==> src/rtl/uart_pkg.sv <==
// Shared UART definitions: parity modes, transmitter state encoding and frame timing helper.
package uart_pkg;

   localparam int PAR_NONE = 0;
   localparam int PAR_ODD  = 1;
   localparam int PAR_EVEN = 2;

   typedef enum logic [2:0] {
      ST_IDLE,
      ST_START,
      ST_DATA,
      ST_PARITY,
      ST_STOP
   } tx_state_t;

   // Clock cycles from the start-bit edge to the end of the last stop bit.
   function automatic int frame_cycles(input int data_bits, input int parity,
                                       input int stop_bits, input int clks_per_bit);
      return (1 + data_bits + ((parity != PAR_NONE) ? 1 : 0) + stop_bits) * clks_per_bit;
   endfunction

endpackage

==> src/rtl/sync_fifo.sv <==
// Single-clock FIFO with a registered word count; writes are ignored while full.
module sync_fifo #(
   parameter int WIDTH = 8,
   parameter int DEPTH = 16
) (
   input  logic                     clk,
   input  logic                     rst,
   input  logic                     push,
   input  logic [WIDTH-1:0]         din,
   input  logic                     pop,
   output logic [WIDTH-1:0]         dout,
   output logic                     full,
   output logic                     empty,
   output logic [$clog2(DEPTH):0]   level
);

   localparam int AW = $clog2(DEPTH);

   logic [WIDTH-1:0] mem [DEPTH];
   logic [AW-1:0]    wr_ptr;
   logic [AW-1:0]    rd_ptr;
   logic [AW:0]      count;
   logic             do_push;
   logic             do_pop;

   // Full comes from the registered count, so a same-edge pop never frees room for a push.
   assign full    = (count == (AW+1)'(DEPTH));
   assign empty   = (count == '0);
   assign level   = count;
   assign dout    = mem[rd_ptr];
   assign do_push = push && !full;
   assign do_pop  = pop && !empty;

   always_ff @(posedge clk) begin
      if (rst) begin
         wr_ptr <= '0;
         rd_ptr <= '0;
         count  <= '0;
      end else begin
         if (do_push) wr_ptr <= wr_ptr + 1'b1;
         if (do_pop)  rd_ptr <= rd_ptr + 1'b1;
         if (do_push && !do_pop)      count <= count + 1'b1;
         else if (!do_push && do_pop) count <= count - 1'b1;
      end
   end

   always_ff @(posedge clk) begin
      if (do_push) mem[wr_ptr] <= din;
   end

endmodule

==> src/rtl/uart_tx_fifo.sv <==
// UART transmitter fed by a FIFO; serialises queued words back-to-back with
// configurable width, parity, stop bits and baud divisor.
module uart_tx_fifo
   import uart_pkg::*;
#(
   parameter int CLKS_PER_BIT = 434,
   parameter int DATA_BITS    = 8,
   parameter int PARITY       = 0,
   parameter int STOP_BITS    = 1,
   parameter int FIFO_DEPTH   = 16
) (
   input  logic                          clk,
   input  logic                          rst,
   input  logic                          send_trigger,
   input  logic [DATA_BITS-1:0]          send_data,
   output logic                          usb_rs232_txd,
   output logic                          busy,
   output logic                          fifo_full,
   output logic                          fifo_empty,
   output logic [$clog2(FIFO_DEPTH):0]   fifo_level,
   output logic                          overflow
);

   localparam int CNT_W = $clog2(frame_cycles(DATA_BITS, PARITY, STOP_BITS, CLKS_PER_BIT));
   localparam logic [CNT_W-1:0] BIT_RELOAD  = CNT_W'(CLKS_PER_BIT - 1);
   localparam logic [CNT_W-1:0] STOP_RELOAD = CNT_W'(STOP_BITS * CLKS_PER_BIT - 1);
   localparam logic [3:0]       LAST_IDX    = 4'(DATA_BITS - 1);

   tx_state_t            state;
   logic [CNT_W-1:0]     baud_cnt;
   logic [3:0]           bit_idx;
   logic [DATA_BITS-1:0] shreg;
   logic                 par_bit;
   logic                 txd;
   logic                 ovf;
   logic [DATA_BITS-1:0] fifo_dout;
   logic                 pop;
   logic                 bit_done;

   function automatic logic parity_of(input logic [DATA_BITS-1:0] d);
      return (PARITY == PAR_ODD) ? ~^d : ^d;
   endfunction

   sync_fifo #(
      .WIDTH (DATA_BITS),
      .DEPTH (FIFO_DEPTH)
   ) u_fifo (
      .clk   (clk),
      .rst   (rst),
      .push  (send_trigger),
      .din   (send_data),
      .pop   (pop),
      .dout  (fifo_dout),
      .full  (fifo_full),
      .empty (fifo_empty),
      .level (fifo_level)
   );

   assign bit_done      = (baud_cnt == '0);
   // A word is taken either from idle or at the last stop cycle, giving gap-free frames.
   assign pop           = !fifo_empty && ((state == ST_IDLE) || ((state == ST_STOP) && bit_done));
   assign usb_rs232_txd = txd;
   assign overflow      = ovf;
   assign busy          = (state != ST_IDLE) || !fifo_empty;

   always_ff @(posedge clk) begin
      if (rst) begin
         state    <= ST_IDLE;
         baud_cnt <= '0;
         bit_idx  <= '0;
         txd      <= 1'b1;
         ovf      <= 1'b0;
      end else begin
         ovf <= send_trigger && fifo_full;
         if (pop) begin
            shreg    <= fifo_dout;
            par_bit  <= parity_of(fifo_dout);
            txd      <= 1'b0;
            state    <= ST_START;
            baud_cnt <= BIT_RELOAD;
            bit_idx  <= '0;
         end else begin
            case (state)
               ST_IDLE: txd <= 1'b1;
               ST_START: begin
                  if (bit_done) begin
                     state    <= ST_DATA;
                     txd      <= shreg[0];
                     shreg    <= shreg >> 1;
                     baud_cnt <= BIT_RELOAD;
                  end else begin
                     baud_cnt <= baud_cnt - 1'b1;
                  end
               end
               ST_DATA: begin
                  if (!bit_done) begin
                     baud_cnt <= baud_cnt - 1'b1;
                  end else if (bit_idx != LAST_IDX) begin
                     bit_idx  <= bit_idx + 1'b1;
                     txd      <= shreg[0];
                     shreg    <= shreg >> 1;
                     baud_cnt <= BIT_RELOAD;
                  end else if (PARITY != PAR_NONE) begin
                     state    <= ST_PARITY;
                     txd      <= par_bit;
                     baud_cnt <= BIT_RELOAD;
                  end else begin
                     state    <= ST_STOP;
                     txd      <= 1'b1;
                     baud_cnt <= STOP_RELOAD;
                  end
               end
               ST_PARITY: begin
                  if (bit_done) begin
                     state    <= ST_STOP;
                     txd      <= 1'b1;
                     baud_cnt <= STOP_RELOAD;
                  end else begin
                     baud_cnt <= baud_cnt - 1'b1;
                  end
               end
               ST_STOP: begin
                  if (bit_done) begin
                     state <= ST_IDLE;
                     txd   <= 1'b1;
                  end else begin
                     baud_cnt <= baud_cnt - 1'b1;
                  end
               end
               default: begin
                  state <= ST_IDLE;
                  txd   <= 1'b1;
               end
            endcase
         end
      end
   end

endmodule

==> config.mk <==
export PLATFORM = sky130hd
export DESIGN_NAME = uart_tx_fifo
export DESIGN_NICKNAME = d
export VERILOG_FILES = /design/src/rtl/uart_pkg.sv /design/src/rtl/sync_fifo.sv /design/src/rtl/uart_tx_fifo.sv
export SDC_FILE = /design/constraint.sdc
export NUM_CORES = 1
export LEC_CHECK = 0
export ABC_AREA = 1
export CAP_MARGIN = 40
export CORE_MARGIN = 8
export CORE_UTILIZATION = 35
export CTS_CLUSTER_DIAMETER = 200
export DETAILED_ROUTE_END_ITERATION = 8
export SYNTH_ARGS = -nofsm -noshare
export SYNTH_HDL_FRONTEND = slang
export SYNTH_SLANG_ARGS = --single-unit
==> constraint.sdc <==
create_clock -name clk -period 7.4 [get_ports clk]
set_input_delay 1.85 -clock clk [delete_from_list [all_inputs] [get_ports clk]]
set_output_delay 1.85 -clock clk [all_outputs]
set_load 0.03 [all_outputs]
* Word level (Yosys, flattened, before mapping)
Memories as Yosys holds them, arrays and structs flattened. A register that Yosys moved wholly into a read port is not among the register bits.
Index checks and enable logic that the tools add are counted.
** Operators by class
- Add/subtract/negate cells :: 6
- Eq/ne operators :: 21
- Muxes and demuxes :: 28
- Bitwise gates (word level) :: 2
- Reductions and logical operators :: 31
** Operator list (count)
- $mux W8 :: 4
- $mux W13 :: 2
- $pmux W13 S2 :: 1
- $ne A3 B2 Y1 const B :: 7
- $pmux W8 S2 :: 1
- $mux W3 :: 5
- $pmux W3 S5 :: 1
- $logic_not A13 Y1 :: 1
- $sub A13 B1 Y13 const B :: 1
- $add A4 B1 Y4 const B :: 3
- $ne A2 B2 Y1 const B :: 6
- $reduce_and A6 Y1 :: 2
- $mux W5 :: 2
- $mux W9 :: 1
- $reduce_bool A3 Y1 :: 3
- $mux W1 :: 8
- $mux W4 :: 2
- $logic_and A1 B1 Y1 :: 7
- $eq A3 B2 Y1 const B :: 2
- $reduce_and A3 Y1 :: 2
- $add A5 B1 Y5 const B :: 1
- $eq A5 B5 Y1 const B :: 1
- $logic_not A5 Y1 :: 1
- $reduce_and A5 Y1 :: 1
- 15 further kinds :: 23
** Word-level totals
- Bits in registers :: 43
- Bits in writable memories :: 128
- Bits of input ports :: 11
- Output and inout port bits :: 10
- Logic and storage cells :: 100
- Memories kept :: 1
** Memories
- u_fifo.mem :: words 16, bits a word 8, rd ports 1, clocked after Yosys merged registers in 1, write ports 1, RTL line sync_fifo.sv:19 : logic [WIDTH-1:0] mem [DEPTH];

* Longest topological paths before layout
- Word-level depth :: 8
- Gate-level depth with buffers :: 19
- Mapped depth without buffers :: 18

* By module
A second synthesis with hierarchy kept.
** Unflattened totals
- Cell total of the unflattened synthesis :: 873
- Area, all modules :: 8059.0 um^2
** Modules (own cells, without submodules)
- sync_fifo :: times used 1, cells an instance 657, area an instance 6446.2 um^2, seq. area each 4184.0 um^2
- uart_tx_fifo :: times used 1, cells an instance 216, area an instance 1612.8 um^2, seq. area each 680.7 um^2

* Least setup slack after synthesis
Ideal clock, no wire load.
- Path type :: input to register
- Start point :: input send_trigger
- End point :: register u_fifo.count[4], in the netlist u_fifo.level[4]
- Arrival time :: 3.347 ns
- Setup slack :: 3.941 ns
- Stages on the path :: 12
- Cell sequence :: nand2_1 -> inv_2 -> ha_1 -> inv_1 -> fa_1 -> a21o_1 -> a21oi_1 -> nor2_1 -> nor2_1 -> nand2_1 -> nor2_1 -> nor2_1
** Between the ends
- Cells in the longest elaborated chain, start to end :: 4
- Elaborated cells between the ends (all ways) :: 6
- Those cells by class :: 1 x mux; 5 x reduce/logical
** Ends and longest elaborated chain
- start, declared :: RTL line uart_tx_fifo.sv:14 : input logic send_trigger,
- $logic_and A1 B1 Y1 (*) :: RTL line sync_fifo.sv:31 : assign do_push = push && !full;
- net u_fifo.do_push :: RTL line sync_fifo.sv:23 : logic do_push;
- $logic_not A1 Y1 :: RTL line sync_fifo.sv:43 : else if (!do_push && do_pop) count <= count - 1'b1;
- $logic_and A1 B1 Y1 :: RTL line sync_fifo.sv:43
- $reduce_bool A2 Y1 (no line)
- end signal, assigned :: RTL line sync_fifo.sv:42 : if (do_push && !do_pop) count <= count + 1'b1;
- end signal, assigned :: RTL line sync_fifo.sv:43
- end, declared :: RTL line sync_fifo.sv:22 : logic [AW:0] count;
The timed path passes the listed nets; every way through them passes the cells marked *.
A chain may end at the register's enable or synchronous reset.

* Worst setup path in the final report
- Start point :: register u_fifo.count[0], in the netlist u_fifo.level[0]
- End point :: output fifo_empty
** Between the ends
- Cells in the longest elaborated chain, start to end :: 1
** Ends and longest elaborated chain
- $logic_not A5 Y1 :: RTL line sync_fifo.sv:28 : assign empty = (count == '0);
- end, declared :: RTL line uart_tx_fifo.sv:19 : output logic fifo_empty,
No other way between the ends.

==> summary.md <==
| Metric | Value |
|---|---|
| Worst rel slew slack | 44.88% |
| Worst-Margin Slew | 824.2 ps |
| GRT overflow | 0 |
| Top FF cell, synth | edfxtp_1 |
| Vias per Instance | 4.983 |
| Post-synth top cells | 149 x nor2_1, 136 x edfxtp_1, 90 x nand2_1 |
| Vias in the first global route | 4726 |
| Die width | 162.8 um |
| Placer Congestion | 0.7848 |
| Crit path time final | between 3000 and 4000 ps |
| CTS tree | yes |
| # DRC | 0 |
| Multi-input logic area | between 2000 and 2500 um2 |
| Die ar. | 26510 um2 |
| Area contributors post-synth | edfxtp_1 54%, dfxtp_1 10%, nor2_1 7.4% |
| Worst-Skew Late Latency | roughly 440 ps |
| Post-synthesis cell area | 7545 um2 |
| Initial core utilization | 35.78% |
| Status | completed |
| Placed insts | 994 |
| Iter 0 DRT Violations | roughly 470 |
| Critical Path Max Stage Delay | 680 ps |
| Yosys cell types | 34 |
| CORE AREA | 21090 um2 |
| Initial antenna violation count | 0 |
| CP required | 5550 ps |
| Worst Hold Path EP | bit_idx[3]$_SDFFE_PP0P_ |
| Clock transition at path regs | 70 ps |
| Die Height | between 150 and 200 um |
| Peak VDD IR | approximately 130 uV |
| DR vias | 5113 |
| Layout cells sized above 1 | 7.989% |
| First drt pass iteration count | 5 |
| First-pass GRT wire length | 26210 um |
| Routed Antenna Nets | 0 |
| IO buf count | 20 |
| Mean area per synthesized cell | 10.41 um2 |
| Final setup violation count | 0 |
| Setup Skew | 14.87 ps |
| Final antenna diode count | 0 |
| Clock buffer count from CTS | 17 |
| Sink Count | 175 |
| Min-delay src | bit_idx[3]$_SDFFE_PP0P_ |
| Dpl hpwl | 10620 um |
| Number of synthesized flops with an enable pin | between 100 and 150 |
| Reg2reg setup slack | 4480 ps |
| Worst hold path depth | 2 |
| Cell Pwr Density | 380.4 nW/um2 |
| RSZ-0062 raised after global routing | no |
| WL per Instance | 16.00 um |
| Leading area contributor after synthesis | edfxtp_1 |
| Maximum capacitance violations | 0 |
| Num ports | 21 |
| Async set-reset flop share out of synthesis | 0% |
| Net Count, Synth | 749 |
| Startpoint Class | register |
| CP arrival | around 2000 ps |
| Yosys top cell area share | 54.13% |
| Storage element area | 4867 um2 |
| Drt total wl | 16410 um |
| Fin. max-slew vios | 0 |
| Final Non-Filler Cells | 1026 |
| Post-Synthesis Cells | 725 |
| Yosys reg bits | 175 |
| Syn-to-layout area delta | 13.48% |
| H-tree depth | 4 |
| Final period util | 51.65% |
| Worst R2R Start | baud_cnt[0]$_SDFFE_PP0P_ |
| Top-count cell post-synth | nor2_1 |
| Pin count of the biggest net entering global routing | 66 |
| WS Path Type | reg -> out |
| Site Rows | 53 |
| Synthesis Warnings | 0 |
| CP Capture Type | output pin |
| GR Util All Layers | 12.89% |
| Reg2reg path depth | 18 |
| Crit-path cells | nor2_1 -> nand4_1 -> inv_1 -> clkdlybuf4s50_1 |
| Crit Path Max Fanout | 5 |
| Filler cells | 2026 |
| Setup Fix Bufs, Post-CTS | 0 |
| Fin nets | 762 |
| Post-synthesis sequential area ratio | 64.48% |
| F_max | 261.6 MHz |
| Resized Gates After CTS | 0 |
| Final Hold Viols | 0 |
| Total negative slack | 0 ps |
| Max Root-Sink Buffers | 2 |
| HP Class | reg -> reg |
| Leak Pwr | 0.002996 uW |
| Hold Buf Count CTS | 0 |
| R2r endpoint | u_fifo.level[4]$_SDFFE_PP0P_ |
| CTS Root Cell | clkbuf_16 |
| Worst path slowest cell | clkdlybuf4s50_1 |
-- worst max-delay path: cells and delay by family (launching register included) --
family,cells,cell delay [ps]
DFF,1,370
and+or+nand+nor,2,370
buffers and inverters,2,800
-- cell families after synthesis --
kind of cell / after synthesis / share of synthesized area (%)
compound gates: 149 / 11.18
xor+xnor: 14 / 1.625
fa+ha+maj: 13 / 2.255
buf+inv: 81 / 4.345
flops: 175 / 64.48
simple gates: 293 / 16.12
-- report_power, final --
group          leakage (uW)  switching, uW  internal (uW)
combinational       0.00118            777            381
clock              0.000262            400            441
sequential          0.00155           77.7           1180
-- placed cells by master (no fill, tap or decap), types with 5 or more instances in the layout --
cell type          n
nor2_1           149
edfxtp_1         136
nand2_1           90
o21ai_0           79
inv_1             47
dfxtp_1           37
o211ai_1          30
nand3_1           27
a21oi_1           27
clkdlybuf4s50_1   20
clkbuf_16         17
xor2_1            12
ha_1              12
nand2_2            9
o21ai_1            7
inv_2              5
nand4_1            5
-- final cells by class --
cell class	count	share of cell area [%]
inverter	52	2.280
timing repair buffer	23	2.893
clock inverter	14	1.476
sequential	175	56.85
multi-input combinational	469	27.47
tap	275	4.019
clock buffer	18	5.012
-- flip-flops by register name, summed over array words and instances (netlist names), named ones only --
signal	count
shreg	8
u_fifo.mem	128
state	3
u_fifo.wr_ptr	4
u_fifo.level	5
overflow	1
baud_cnt	13
usb_rs232_txd	1
bit_idx	4
u_fifo.rd_ptr	4
-- metrics by stage --
stage          utilization, %  hold slack (ps)  instance area, um2  power, uW  worst slack, ps
2_1_floorplan               -            435.4                7545       2142             3941
3_3_place_gp            37.78            445.9                7966       2425             3300
3_5_place_dp            37.97            451.3                8006       2446             3265
4_1_cts                 40.60            468.8                8562       3287             3541
5_1_grt                 40.60            492.1                8562       3476             3478
6_report                40.60            463.5                8562       3257             3578
-- how the worst max path moves through the flow --
stage | startpoint | end | cells after the start
after CTS | u_fifo.level[0]$_SDFFE_PP0P_ | fifo_empty | 4
after floorplan | send_trigger | u_fifo.level[4]$_SDFFE_PP0P_ | 12
after detailed placement | rst | shreg[6]$_DFFE_PP_ | 4
after global routing | u_fifo.level[0]$_SDFFE_PP0P_ | fifo_empty | 4
after global placement | send_trigger | u_fifo.level[4]$_SDFFE_PP0P_ | 14
final | u_fifo.level[0]$_SDFFE_PP0P_ | fifo_empty | 4
-- routing by layer --
metal,wire [um],vias to the layer above,track usage [%],share of wire (%)
met5,0,-,0,0
met4,299,0,4.837,1.8
met3,819,26,3.059,5.0
met2,7825,129,20.39,48
met1,7466,2440,16.88,45
li1,-,2518,-,-
Power figures use the tool's default switching activity.
